## src/rtl/riscv_pkg.sv

```systemverilog
// Shared fetch-side types and constants for the instruction-fetch front end.
// Holds the fetch FSM state encoding, the instruction width and the boot address.
package riscv_pkg;

  typedef enum logic [1:0] {
    BOOT  = 2'd0,
    FETCH = 2'd1,
    HOLD  = 2'd2
  } fetch_state_e;

  localparam int unsigned INSTR_BYTES          = 4;
  localparam logic [31:0] DEFAULT_RESET_VECTOR = 32'h0000_0000;

  // Branch targets are forced onto a word boundary before use.
  function automatic logic [31:0] align_word(input logic [31:0] addr);
    return {addr[31:2], 2'b00};
  endfunction

endpackage

```

## src/rtl/fetch_sequencer_if.sv

```systemverilog
// Instruction-memory request/ready channel plus the decode-side valid/ready slot.
// master = fetch sequencer, slave = memory/decode environment.
interface fetch_sequencer_if;

  logic        imem_req;
  logic [31:0] imem_addr;
  logic        imem_ready;
  logic [31:0] imem_rdata;

  logic        instr_valid;
  logic [31:0] instr;
  logic [31:0] instr_pc;
  logic        instr_ready;

  modport master (
    output imem_req, imem_addr, instr_valid, instr, instr_pc,
    input  imem_ready, imem_rdata, instr_ready
  );

  modport slave (
    input  imem_req, imem_addr, instr_valid, instr, instr_pc,
    output imem_ready, imem_rdata, instr_ready
  );

endinterface

```

## src/rtl/fetch_slot.sv

```systemverilog
// One-entry valid/ready holding register between fetch and decode.
// A load wins over everything; drop discards the entry but a same-cycle transfer still fires.
module fetch_slot (
  input  logic        clk,
  input  logic        reset,
  input  logic        load,
  input  logic [31:0] load_instr,
  input  logic [31:0] load_pc,
  input  logic        drop,
  input  logic        out_ready,
  output logic        out_valid,
  output logic [31:0] out_instr,
  output logic [31:0] out_pc,
  output logic        out_fire
);

  logic        valid_q, valid_d;
  logic [31:0] instr_q, instr_d;
  logic [31:0] pc_q, pc_d;

  assign out_fire = valid_q & out_ready;

  always_comb begin
    // NOTE: every output of this block gets a default first, so no path can infer a latch.
    valid_d = valid_q;
    instr_d = instr_q;
    pc_d    = pc_q;
    if (load) begin
      valid_d = 1'b1;
      instr_d = load_instr;
      pc_d    = load_pc;
    end else if (drop || out_fire) begin
      valid_d = 1'b0;
    end
  end

  // NOTE: the data registers are reset too, because instr/instr_pc are visible outputs with defined reset values.
  always_ff @(posedge clk or negedge reset) begin
    if (!reset) begin
      valid_q <= 1'b0;
      instr_q <= '0;
      pc_q    <= '0;
    end else begin
      // NOTE: state updates use non-blocking assignments so all flops sample pre-edge values.
      valid_q <= valid_d;
      instr_q <= instr_d;
      pc_q    <= pc_d;
    end
  end

  assign out_valid = valid_q;
  assign out_instr = instr_q;
  assign out_pc    = pc_q;

endmodule

```

## src/rtl/fetch_sequencer.sv

```systemverilog
// Program-counter owner: issues word fetches, parks each returned word in a one-entry
// slot for decode, and applies branch redirects including squashing an in-flight fetch.
module fetch_sequencer
  import riscv_pkg::*;
#(
  parameter logic [31:0] RESET_VECTOR = DEFAULT_RESET_VECTOR
) (
  input  logic                      clk,
  input  logic                      reset,
  input  logic                      redirect_valid,
  input  logic [31:0]               redirect_addr,
  fetch_sequencer_if.master         bus,
  output logic                      misaligned,
  output logic [31:0]               fetch_count
);

  fetch_state_e state_q, state_d;
  logic [31:0]  pc_q, pc_d;
  logic         squash_q, squash_d;
  logic [31:0]  target_q, target_d;
  logic [31:0]  count_q, count_d;

  logic         slot_load;
  logic         slot_drop;
  logic         slot_fire;
  logic [31:0]  redirect_target;

  assign redirect_target = align_word(redirect_addr);
  assign misaligned      = redirect_valid & (|redirect_addr[1:0]);

  always_comb begin
    state_d   = state_q;
    pc_d      = pc_q;
    squash_d  = squash_q;
    target_d  = target_q;
    slot_load = 1'b0;
    slot_drop = 1'b0;

    unique case (state_q)
      BOOT: begin
        state_d = FETCH;
        pc_d    = redirect_valid ? redirect_target : RESET_VECTOR;
      end
      FETCH: begin
        if (bus.imem_ready) begin
          if (squash_q || redirect_valid) begin
            // Returned word belongs to the abandoned path; the newest target wins.
            pc_d     = redirect_valid ? redirect_target : target_q;
            squash_d = 1'b0;
          end else begin
            slot_load = 1'b1;
            pc_d      = pc_q + 32'(INSTR_BYTES);
            state_d   = HOLD;
          end
        end else if (redirect_valid) begin
          // Address must stay stable until the memory answers, so remember the target.
          squash_d = 1'b1;
          target_d = redirect_target;
        end
      end
      HOLD: begin
        if (redirect_valid) begin
          slot_drop = 1'b1;
          pc_d      = redirect_target;
          state_d   = FETCH;
        end else if (bus.instr_ready) begin
          state_d = FETCH;
        end
      end
      default: state_d = BOOT;
    endcase
  end

  // The held word predates any branch, so a same-cycle transfer still counts.
  assign count_d = count_q + {31'd0, slot_fire};

  always_ff @(posedge clk or negedge reset) begin
    if (!reset) begin
      state_q  <= BOOT;
      pc_q     <= RESET_VECTOR;
      squash_q <= 1'b0;
      target_q <= RESET_VECTOR;
      count_q  <= '0;
    end else begin
      state_q  <= state_d;
      pc_q     <= pc_d;
      squash_q <= squash_d;
      target_q <= target_d;
      count_q  <= count_d;
    end
  end

  fetch_slot u_slot (
    .clk        (clk),
    .reset      (reset),
    .load       (slot_load),
    .load_instr (bus.imem_rdata),
    .load_pc    (pc_q),
    .drop       (slot_drop),
    .out_ready  (bus.instr_ready),
    .out_valid  (bus.instr_valid),
    .out_instr  (bus.instr),
    .out_pc     (bus.instr_pc),
    .out_fire   (slot_fire)
  );

  assign bus.imem_req  = (state_q == FETCH);
  assign bus.imem_addr = pc_q;
  assign fetch_count   = count_q;

endmodule
```

## src/flat_wrapper.sv

```systemverilog
// flat-port wrapper written by rule: the top's interface ports become plain ports
module fetch_sequencer_flat import riscv_pkg::*;
#(
  parameter logic [31:0] RESET_VECTOR = DEFAULT_RESET_VECTOR
)
  (clk, reset, redirect_valid, redirect_addr, misaligned, fetch_count, bus_imem_req, bus_imem_addr, bus_instr_valid, bus_instr, bus_instr_pc, bus_imem_ready, bus_imem_rdata, bus_instr_ready);
  fetch_sequencer_if bus_i ();
  input  logic clk;
  input  logic reset;
  input  logic redirect_valid;
  input  logic [31:0] redirect_addr;
  output logic misaligned;
  output logic [31:0] fetch_count;
  output wire logic [$bits(bus_i.imem_req)-1:0] bus_imem_req;
  output wire logic [$bits(bus_i.imem_addr)-1:0] bus_imem_addr;
  output wire logic [$bits(bus_i.instr_valid)-1:0] bus_instr_valid;
  output wire logic [$bits(bus_i.instr)-1:0] bus_instr;
  output wire logic [$bits(bus_i.instr_pc)-1:0] bus_instr_pc;
  input wire logic [$bits(bus_i.imem_ready)-1:0] bus_imem_ready;
  input wire logic [$bits(bus_i.imem_rdata)-1:0] bus_imem_rdata;
  input wire logic [$bits(bus_i.instr_ready)-1:0] bus_instr_ready;
  assign bus_imem_req = bus_i.imem_req;
  assign bus_imem_addr = bus_i.imem_addr;
  assign bus_instr_valid = bus_i.instr_valid;
  assign bus_instr = bus_i.instr;
  assign bus_instr_pc = bus_i.instr_pc;
  assign bus_i.imem_ready = bus_imem_ready;
  assign bus_i.imem_rdata = bus_imem_rdata;
  assign bus_i.instr_ready = bus_instr_ready;
  fetch_sequencer #(.RESET_VECTOR(RESET_VECTOR)) u_core (.clk(clk), .reset(reset), .redirect_valid(redirect_valid), .redirect_addr(redirect_addr), .bus(bus_i), .misaligned(misaligned), .fetch_count(fetch_count));
endmodule
```

## config.mk

```make
export PLATFORM = sky130hd
export DESIGN_NAME = fetch_sequencer_flat
export DESIGN_NICKNAME = d
export VERILOG_FILES = /design/src/rtl/riscv_pkg.sv /design/src/rtl/fetch_sequencer_if.sv /design/src/rtl/fetch_slot.sv /design/src/rtl/fetch_sequencer.sv /design/src/flat_wrapper.sv
export SDC_FILE = /design/constraint.sdc
export NUM_CORES = 1
export LEC_CHECK = 0
export CORE_ASPECT_RATIO = 1.25
export CORE_UTILIZATION = 45
export CTS_CLUSTER_DIAMETER = 200
export CTS_CLUSTER_SIZE = 12
export DETAILED_ROUTE_END_ITERATION = 16
export HOLD_SLACK_MARGIN = 0.05
export PLACE_DENSITY = 0.86
export SYNTH_ARGS = -nofsm -noshare
export SYNTH_HDL_FRONTEND = slang
export SYNTH_SLANG_ARGS = --single-unit
```

## constraint.sdc

```tcl
create_clock -name clk -period 2.25 [get_ports clk]
set_input_delay 0.5625 -clock clk [delete_from_list [all_inputs] [get_ports clk]]
set_output_delay 0.5625 -clock clk [all_outputs]
set_load 0.01 [all_outputs]
```

==> impl_metrics.csv <==
group,metric,value,unit
critical_path,crit_fanout,9,
synth,synth_compound_area_share,12.3,%
die,std_cell_rows,53,
critical_path,path_class,"reg2out",
route,routed_wl,21.6,mm
pwr,cellLeakagePower,4.77,nW
critical_path,r2r_setup_slack,0.12,ns
critical_path,path_buf_inv,1,
sta,rsz0062_at_grt,"no",
global_route,grt_max_degree,55,
clock_tree,cts_hold_buffers,0,
synth,synthesis.area,0.00784,mm2
pwr,p_seq_share,34.5,%
global_route,grt-ovfl-total,0,
die,fp.dieW,120,um
finish,layout.nets,1026,
synth,syn_nets,773,
global_route,antenna_found_initial,0,
route,post-route-drc-count,0,
global_route,grtUsageTotal,24.7,%
pwr,vdd_drop_max,0.000687,V
placed_design,port_buffers,199,
route,post_drt_via_cell_ratio,5.76,
clock_tree,insertion_delay,0.43,ns
critical_path,endpoint_kind,"output pin",
synth,synth.most_common_cell,"dfrtp_1",
synth,ys.flop_type,"dfrtp_1",
pwr,p_int,0.00934,W
route,ant_nets,0,
route,wl_per_cell,18.3,um
synth,synth_commonest_cells,"164 x dfrtp_1, 95 x mux2_2, 61 x nand2_1",
status,status,"finished clean",
global_route,grt_pass1_vias,6929,
sta,max_freq,463,MHz
clock_tree,cts_setup_buffers,0,
synth,yosysWarnings,0,
sta,setup_viol,0,
synth,synth_mux_area_share,13.9,%
die,io_pins,200,
sta,slew_headroom,63.0,%
sta,hold_violations,0,
route,routed-via-count,6813,
placed_design,dpl_worst_slack,-0.248,ns
synth,yosys.area.top_type,"dfrtp_1",
sta,layout_setup_ws,0.0891,ns
pwr,switchingPower,0.00500,W
clock_tree,cts-buffers-inserted,17,
pwr,p_per_area,1280,mW/mm2
pwr,power,0.0143,W
die,fp.dieH,150,um
clock_tree,cts.htree.levels,4,
synth,yosys-top-cells-area,"dfrtp_1 52%, mux2_2 14%, xnor2_1 3.0%, nand2_1 2.9%, a21oi_1 2.4%",
critical_path,worstPathRequired,1.69,ns
die,core,0.0169,mm2
critical_path,crit_arrival,1.60,ns
synth,synthXorXnorAreaFrac,4.02,%
global_route,grt_pass1_wl,34.6,mm
critical_path,slowest_stage,"clkdlybuf4s50_1",
sta,whs,0.0887,ns
placed_design,hpwl,15.8,mm
sta,maxSlewViolCount,0,
sta,timing.setup.tns,0,ns
finish,areaGrowthSynthToFinish,42.9,%
finish,num-fill-cells,1253,
synth,synth_top_family_by_area,"multiplexers",
job,drv_cap,0,
clock_tree,clk_path_buf_depth,2,
die,fp.dieArea,0.0180,mm2
pwr,power_frac_comb,44.9,%
worst_hold_path,worstHoldPathType,"in2async",
finish,drive_gt1_share,22.5,%
synth,synth_edf_count,0,
synth,synthSimpleGateAreaFrac,13.5,%
synth,synth_area_per_cell,11.2,um2
synth,seq_area_frac_synth,52.3,%
route,drt_iter0_drc,561,
critical_path,crit_path_start_kind,"flip-flop",
critical_path,crit_chain,"clkdlybuf4s50_1",
synth,synthCells,697,
pwr,pwr-share-clk,20.6,%
critical_path,cpPeakStageDelay,0.64,ns
route,first_pass_iters,5,
sta,period_share,96.0,%
synth,async_reset_ff_share,100,%
sta,finalCriticalPeriod,2.16,ns
finish,n_antenna_cell,0,
clock_tree,cts_tree,"done",
clock_tree,clock-sinks,164,
clock_tree,cts_root_buf,"clkbuf_16",
sta,fin_skew,0.0110,ns
critical_path,cp_top_family,"buffers and inverters",
synth,synth_seq_cells,164,
synth,yosys.cell_types.count,63,
sta,worst_slew_pin_slew,0.555,ns
die,initial_utilization,46.4,%
pwr,switching_share,34.8,%
clock_tree,path_clk_slew,0.07,ns
synth,netlist.area_leader.share,52.3,%
synth,yosys.area_share.adder,1.12,%
placed_design,place_congestion,0.896,
[worst paths after layout]
path | start | depth (start not counted) | to
hold / removal | reset | 1 | u_core.fetch_count[19]
max in group asynchronous | reset | 2 | u_core.u_slot.out_instr[5]
hold reg to reg | u_core.target_q[1] | 1 | u_core.target_q[1]
min in group clk | u_core.target_q[1] | 1 | u_core.target_q[1]
setup / recovery | u_core.bus.imem_addr[15] | 1 | bus_imem_addr[15]
setup reg to reg | u_core.bus.imem_addr[3] | 7 | u_core.bus.imem_addr[26]
[metal layers]
layer	global-route usage, %	wire [um]	up-vias
met1	28.6	8440	3324
met4	12.7	832	0
met2	41.8	10800	329
li1	-	-	3088
met3	6.75	1510	72
met5	0	0	-
[state kept, by name, indices dropped and copies added, names as in the netlist]
name,count
u_core.state_q,2
u_core.target_q,32
u_core.fetch_count,32
u_core.u_slot.out_pc,32
u_core.u_slot.out_valid,1
u_core.squash_q,1
u_core.u_slot.out_instr,32
u_core.bus.imem_addr,32
[final cells by class]
class | count | area, um2 | area share, %
multi-input cells | 481 | 3530 | 31.5
repair buffers | 275 | 2640 | 23.6
clock inverters | 12 | 144 | 1.28
clock buffers | 20 | 467 | 4.17
well taps | 220 | 275 | 2.46
inverters | 11 | 41.3 | 0.369
flip-flops and latches | 164 | 4110 | 36.7
[per-stage QoR]
step           std cells  cell area (um2)  utilization [%]
3_5_place_dp        1151            10600             62.6
4_1_cts             1183            11200             66.2
3_3_place_gp        1151            10600             62.6
2_1_floorplan        697             7840                -
5_1_grt             1183            11200             66.2
6_report            1183            11200             66.2
[kinds of logic (layout without fill, tap and decap cells)]
logic type      Yosys count  after routing
flops                   164            164
buf+inv                  52            318
xor+xnor                 36             36
mux                      97             97
fa+ha+maj                 7              7
compound gates          139            139
simple gates            202            202
[what timing repair did]
| item | in CTS | in global routing |
|---|---|---|
| setup endpoints to repair | 2 | 7 |
| gates resized for setup | 2 | 4 |
| endpoints found under the hold margin | 0 | 0 |
[layout by cell type, fill, tap and decap left out, drive strengths merged, types with 6 or more instances in the layout]
cell type / instances
nand2b: 6
nand2: 61
a221oi: 10
o21ai: 21
nor2: 36
clkdlybuf4s50: 196
nor3: 12
a22oi: 7
nand4: 16
xor2: 9
ha: 7
a21oi: 38
dfrtp: 164
nand3: 28
and3: 10
buf: 77
inv: 14
mux2: 95
a22o: 14
o31ai: 7
xnor2: 27
or4: 6
clkbuf: 20
[power by group through the flow]
stage	Combinational, W	Sequential (W)	Clock (W)
final	0.00644	0.00494	0.00296
after global routing	0.00693	0.00508	0.00316
after CTS	0.00642	0.00493	0.00303
after detailed placement	0.00637	0.00498	0
after global placement	0.00622	0.00491	0
after floorplan	0.00285	0.00521	0
No activity file was read; power rests on OpenSTA's default activity.
